<file path="src/rtl/ffo_set_bit_scanner.sv">
// Set-bit scanner: captures a vector on start and reports each set index, lowest first, one per ack.
// Optional FFO_SCAN_COUNT_EN adds a count of indices acknowledged in the current/last scan.
module ffo_set_bit_scanner #(
   parameter  int N  = 32,
   localparam int PW = $clog2(N)
) (
   input  logic          clock,
   input  logic          reset_n,
   input  logic          start,
   input  logic [0:N-1]  b,
   input  logic          abort,
   output logic          ready,
   output logic          pos_valid,
   output logic [0:PW-1] pos,
   input  logic          pos_ack,
   output logic          done
`ifdef FFO_SCAN_COUNT_EN
   ,
   output logic [PW:0]   count
`endif
);

   typedef enum logic {IDLE, SCAN} state_t;

   state_t        state;
   logic [0:N-1]  mask;
   logic          ffo_v;
   logic [0:PW-1] ffo_p;

   // Downward sweep so the lowest set index is the one left in ffo_p.
   always_comb begin
      ffo_v = |mask;
      ffo_p = '0;
      for (int i = N - 1; i >= 0; i--) begin
         if (mask[i]) ffo_p = PW'(i);
      end
   end

   assign ready     = (state == IDLE);
   assign pos_valid = (state == SCAN) && ffo_v;
   assign done      = (state == SCAN) && !ffo_v;
   assign pos       = pos_valid ? ffo_p : '0;

`ifdef FFO_SCAN_COUNT_EN
   always_ff @(posedge clock or negedge reset_n) begin
      if (!reset_n) begin
         count <= '0;
      end else if (state == IDLE) begin
         if (start) count <= '0;
      end else if (!abort && ffo_v && pos_ack) begin
         count <= count + (PW+1)'(1);
      end
   end
`endif

   always_ff @(posedge clock or negedge reset_n) begin
      if (!reset_n) begin
         state <= IDLE;
         mask  <= '0;
      end else begin
         case (state)
            IDLE: begin
               if (start) begin
                  mask  <= b;
                  state <= SCAN;
               end
            end
            SCAN: begin
               // Abort takes priority over an ack in the same cycle.
               if (abort) begin
                  mask  <= '0;
                  state <= IDLE;
               end else if (!ffo_v) begin
                  state <= IDLE;
               end else if (pos_ack) begin
                  mask[ffo_p] <= 1'b0;
               end
            end
            default: begin
               mask  <= '0;
               state <= IDLE;
            end
         endcase
      end
   end

endmodule

</file>
<file path="config.mk">
export PLATFORM = sky130hd
export DESIGN_NAME = ffo_set_bit_scanner
export DESIGN_NICKNAME = d
export VERILOG_FILES = /design/src/rtl/ffo_set_bit_scanner.sv
export SDC_FILE = /design/constraint.sdc
export NUM_CORES = 1
export LEC_CHECK = 0
export ABC_AREA = 1
export BUFFER_PORTS_ARGS = -buffer_cell sky130_fd_sc_hd__buf_2
export CORE_MARGIN = 10
export CORE_UTILIZATION = 41
export CTS_BUF_LIST = sky130_fd_sc_hd__clkbuf_4
export CTS_CLUSTER_DIAMETER = 30
export CTS_CLUSTER_SIZE = 12
export DETAILED_ROUTE_END_ITERATION = 8
export PLACE_DENSITY_LB_ADDON = 0.12
export SKIP_LAST_GASP = 1
export SYNTH_ARGS = -nofsm -noshare
export SYNTH_HDL_FRONTEND = slang
export SYNTH_SLANG_ARGS = --single-unit
</file>
<file path="constraint.sdc">
create_clock -name clock -period 4.12 [get_ports clock]
set_input_delay 0.824 -clock clock [delete_from_list [all_inputs] [get_ports clock]]
set_output_delay 0.824 -clock clock [all_outputs]
set_load 0.005 [all_outputs]
</file>
# --- Word-level counts from Yosys, hierarchy flattened ---
# Cells that the tools add are included.
# W data, S select, Z words.
classes:
  n_lt_le_gt_ge: 2
  eq_ne: 3
  muxes: 44
  bitwise_logic: 4
  reduce_logical: 6
op_table:
  columns: ["operator", "n"]
  rows:
  - ["$mux W5", 33]
  - ["$mux W32", 4]
  - ["$pmux W32 S2", 1]
  - ["$and A32 B32 Y32", 1]
  - ["$not A32 Y32", 1]
  - ["$reduce_or A32 Y1", 1]
  - ["$ge A6 B6 Y1 const B", 1]
  - ["$lt A6 B1 Y1 const B", 1]
  - ["$not A5 Y6", 1]
  - ["$demux W1 S5", 1]
  - ["$mux W1", 4]
  - ["$logic_and A1 B1 Y1", 3]
  - ["$ne A3 B2 Y1 const B", 1]
  - ["$ne A3 B3 Y1 const B", 1]
  - ["$reduce_and A3 Y1", 1]
  - ["$ne A2 B2 Y1 const B", 1]
  - ["$pmux W1 S2", 1]
  - ["$logic_not A1 Y1", 1]
  - ["$not A1 Y1", 1]
totals:
  ff_bits: 33
  out_inout_bits: 8

# --- Depth between registers and ports, before layout ---
logic_depth:
  depth_word: 43
  mapped_depth: 35

# --- Least setup slack after synthesis ---
# Ideal clock, no wire load.
synth_timing:
  path_type: "flip-flop to output port"
  from: "reg mask[30] (netlist name)"
  to: "out pos[4] (netlist name)"
  arrival_ns: 2.073
  required_time_ns: 3.296
  path_slack_ns: 1.223
  path_stages_with_launch: 34
  path_buffers: 0
  path_cell_list: "dfrtp_1 inv_1 nand2_1 nand2_1 nand2_1 nand2_1 nand2_1 nand2_1 nand2_1 nand2_1 nand2_1 nand2_1 nand2_1 nand2_1 nand2_1 nand2_1 nand2_1 nand2_1 nand2_1 nand2_1 nand2_1 nand2_1 nand2_1 nand2_1 nand2_1 nand2_1 nand2_1 nand2_1 nand2_2 nand2_4 nand2_8 nand2_8 nand2_8 nor2_1"
synth_via:
  elab_chain_cells: 32
synth_rtl:
  columns: ["item", "line_no", "rtl"]
  rows:
  - ["start: declaration", "26", "logic [0:N-1] mask;"]
  - ["start signal: assignment", "59", "mask <= '0;"]
  - ["start signal: assignment", "64", "mask <= b;"]
  - ["start signal: assignment", "71", "mask <= '0;"]
  - ["$mux W5 (31 in series)", "35", "if (mask[i]) ffo_p = PW'(i);"]
  - ["$mux W5 (*)", "42", "assign pos = pos_valid ? ffo_p : '0;"]
  - ["end: declaration", "14", "output logic [0:PW-1] pos,"]
# Mark *: on every way between the ends. The rest lies on a longest branch, timed or not.

# --- Worst setup path in the final report ---
# Ends and elaborated chain as after synthesis.

==> impl_metrics.ini <==
[hold_path]
hold_class = reg -> reg

[placed_design]
hpwl_um = 5198
gp_congestion = 0.8754
placed_cells = 470
io_buffers = 44

[synthesis]
synth_fa_ha_area_share_pct = 0
synth_compound_area_share_pct = 18.23
synthesis.nets = 399
synth_xor_area_share_pct = 0
synth_seq_cells = 33
synthCells = 362
synth_edf_count = 0
synthFlopType = dfrtp_1
synth_area_mm2 = 0.002457
yosysUniqueCellTypes = 28
synth-seq-area-share_pct = 33.60
synth_mux_area_share_pct = 0
postSynth.asyncResetShare_pct = 100.0
synth.avg_cell_area_um2 = 6.788
ys.warnings.count = 0
synth_top_family_by_area = simple AND/OR/NAND/NOR gates
synth_simple_gate_area_share_pct = 36.76

[critical_path]
reg2reg_from = mask[31]$_DFFE_PN0P_
path_max_fanout = 9
start_kind = flip-flop
worst_path_max_delay_cell = dfrtp_1
crit_type = reg -> out
rr_endpoint = mask[27]$_DFFE_PN0P_
arrival_ns = 2.83
r2r_slack_ns = 1.48
worstSetupStartpoint = mask[30]$_DFFE_PN0P_
slowest_delay_ns = 0.41
cp_data_required_time_ns = 3.30
r2r_cells = 20
endpoint_kind = output port
crit_end = pos[4]
crit_top_cell = nand2_1

[routing]
avgRoutedWirePerCell_um = 14.19
vias = 2439
drcViolationCount = 0
first_pass_iters = 4
postRouteAntennaNets = 0
drtIter0Drc = 143
routed_wl_um = 6782
viasPerCell = 5.103

[power_and_ir_drop]
power.share.sequential_pct = 37.9
power_density_mw_per_mm2 = 430.9
power_switching_w = 0.0005324
swShare_pct = 44.14
clockPowerShare_pct = 16.7
power_leakage_nw = 1.359
pwr-share-comb_pct = 45.4
intPower_w = 0.0006738
vdd_drop_max_uv = 202.6

[timing]
finalSetupViolCount = 0
grt_setup_unrepaired = false
worstMarginPinSlew_ns = 0.7849
period_minus_slack_ns = 3.657
fin_worst_skew_ns = 0.01086
hold_viol_final = 0
drv_slew = 0
finalCritPeriodShare_pct = 88.76
fin_setup_tns_ns = 0
slew_headroom_pct = 47.68
fmax_mhz = 273.5

[global_routing]
grt_max_degree = 34
antenna_found_initial = 0
grt_pass1_wl_um = 11600
grt_pass1_vias = 2415
grt_usage_pct = 14.47
overflow = 0

[clock_tree]
clock-root-buffer = clkbuf_4
clk_pin_slew_ns = 0.11
cts_tree = built
post_cts_buffers = 0
insertion_delay_ns = 0.34
cts_resized = 0
htreeDepth = 2
numClockSinks = 33
cts_buffer_depth = 2
cts_hold_buf = 0
cts_buffers = 5

[die]
rows = 28
start_util_pct = 41.75
core_area_mm2 = 0.005886
die_w_um = 97.42
dieArea_mm2 = 0.009491
die_h_um = 97.42
io-pin-count = 45

[final_layout]
mostFrequentLayoutCells = nand2_1 (70), nor2_1 (51), buf_2 (44)
fillers = 665
final_core_util_pct = 47.56
regArea_um2 = 825.8
layout_commonest_cell = nand2_1
area_growth_pct = 13.90
multiInputGateArea_mm2 = 0.001351
antenna-diode-count = 0
final_cells = 478
drive_above_1_share_pct = 22.83
nets = 439

[outcome]
outcome = complete, no violations

[run]
drv.max_cap_violation_count = 0
## worst min path at each step
stage / slack [ns] / cells past startpoint / startpoint / endpoint
2_1_floorplan: 0.44 / 1 / state$_DFF_PN0_ / state$_DFF_PN0_
3_3_place_gp: 0.45 / 1 / state$_DFF_PN0_ / state$_DFF_PN0_
4_1_cts: 0.48 / 1 / state$_DFF_PN0_ / state$_DFF_PN0_
5_1_grt: 0.49 / 1 / state$_DFF_PN0_ / state$_DFF_PN0_
3_5_place_dp: 0.46 / 1 / state$_DFF_PN0_ / state$_DFF_PN0_
6_report: 0.47 / 1 / state$_DFF_PN0_ / state$_DFF_PN0_
## logic make-up (layout without fill, tap and decap cells)
family / after synthesis / in the layout
DFF: 33 / 33
buffers and inverters: 72 / 113
AOI/OAI and AO/OA: 70 / 70
and+or+nand+nor: 187 / 187
## metal layers
| metal | vias to the layer above | share of wire, % | GRT usage (%) |
|---|---|---|---|
| li1 | 1269 | - | - |
| met4 | 0 | 1.0 | 3.803 |
| met2 | 54 | 45 | 22.84 |
| met1 | 1110 | 49 | 19.07 |
| met5 | - | 0 | 0 |
| met3 | 6 | 4.6 | 3.627 |
## cell usage after synthesis, types with 2 or more instances
| cell | n | area (um2) |
|---|---|---|
| buf_4 | 2 | 15.01 |
| nand2_2 | 8 | 50.05 |
| a22oi_1 | 16 | 120.1 |
| a21boi_1 | 8 | 60.06 |
| clkbuf_1 | 11 | 41.29 |
| inv_1 | 43 | 161.4 |
| nand2_1 | 70 | 262.8 |
| dfrtp_1 | 33 | 825.8 |
| clkinv_1 | 4 | 15.01 |
| nand2_8 | 3 | 60.06 |
| a21oi_2 | 7 | 61.31 |
| a21oi_1 | 32 | 160.2 |
| nor2_1 | 51 | 191.4 |
| o21ai_1 | 2 | 10.01 |
| inv_2 | 9 | 33.78 |
| buf_2 | 2 | 10.01 |
| nand3_2 | 7 | 70.07 |
| nor4_1 | 2 | 12.51 |
| nand4_1 | 16 | 100.1 |
| nand3_1 | 28 | 140.1 |
## worst max-delay path: cells and delay by family, from the launching register on
family / cells / cell delay, ns
flops: 1 / 0.41
buf+inv: 2 / 0.19
simple gates: 32 / 1.88
## flip-flops by register name, indices dropped and copies added (netlist names)
register / cells
mask: 32
state: 1
## power by group through the flow
stage | Sequential [W] | Combinational, W | Clock, W
detailed placement | 0.000463 | 0.000550 | 0
global route | 0.000471 | 0.000629 | 0.000218
finish | 0.000457 | 0.000548 | 0.000201
global placement | 0.000463 | 0.000541 | 0
floorplan | 0.000450 | 0.000431 | 0
CTS | 0.000458 | 0.000551 | 0.000210
## area by class of cell
class,count,share of cell area (%)
Tap cell,75,3.353
Multi-Input combinational cell,257,48.28
Clock buffer,8,2.146
Sequential cell,33,29.50
Timing Repair Buffer,49,9.209
Inverter,56,7.510
## through the flow
step | area, um2 | hold slack [ns] | power (W) | setup slack, ns
6_report | 2799 | 0.4733 | 0.001206 | 0.4632
5_1_grt | 2799 | 0.4865 | 0.001317 | 0.02658
4_1_cts | 2799 | 0.4757 | 0.001219 | 0.4462
3_5_place_dp | 2739 | 0.4596 | 0.001012 | 0.8659
3_3_place_gp | 2739 | 0.4532 | 0.001004 | 0.9084
2_1_floorplan | 2457 | 0.4423 | 0.0008809 | 1.223
No activity file was read; power rests on OpenSTA's default activity.
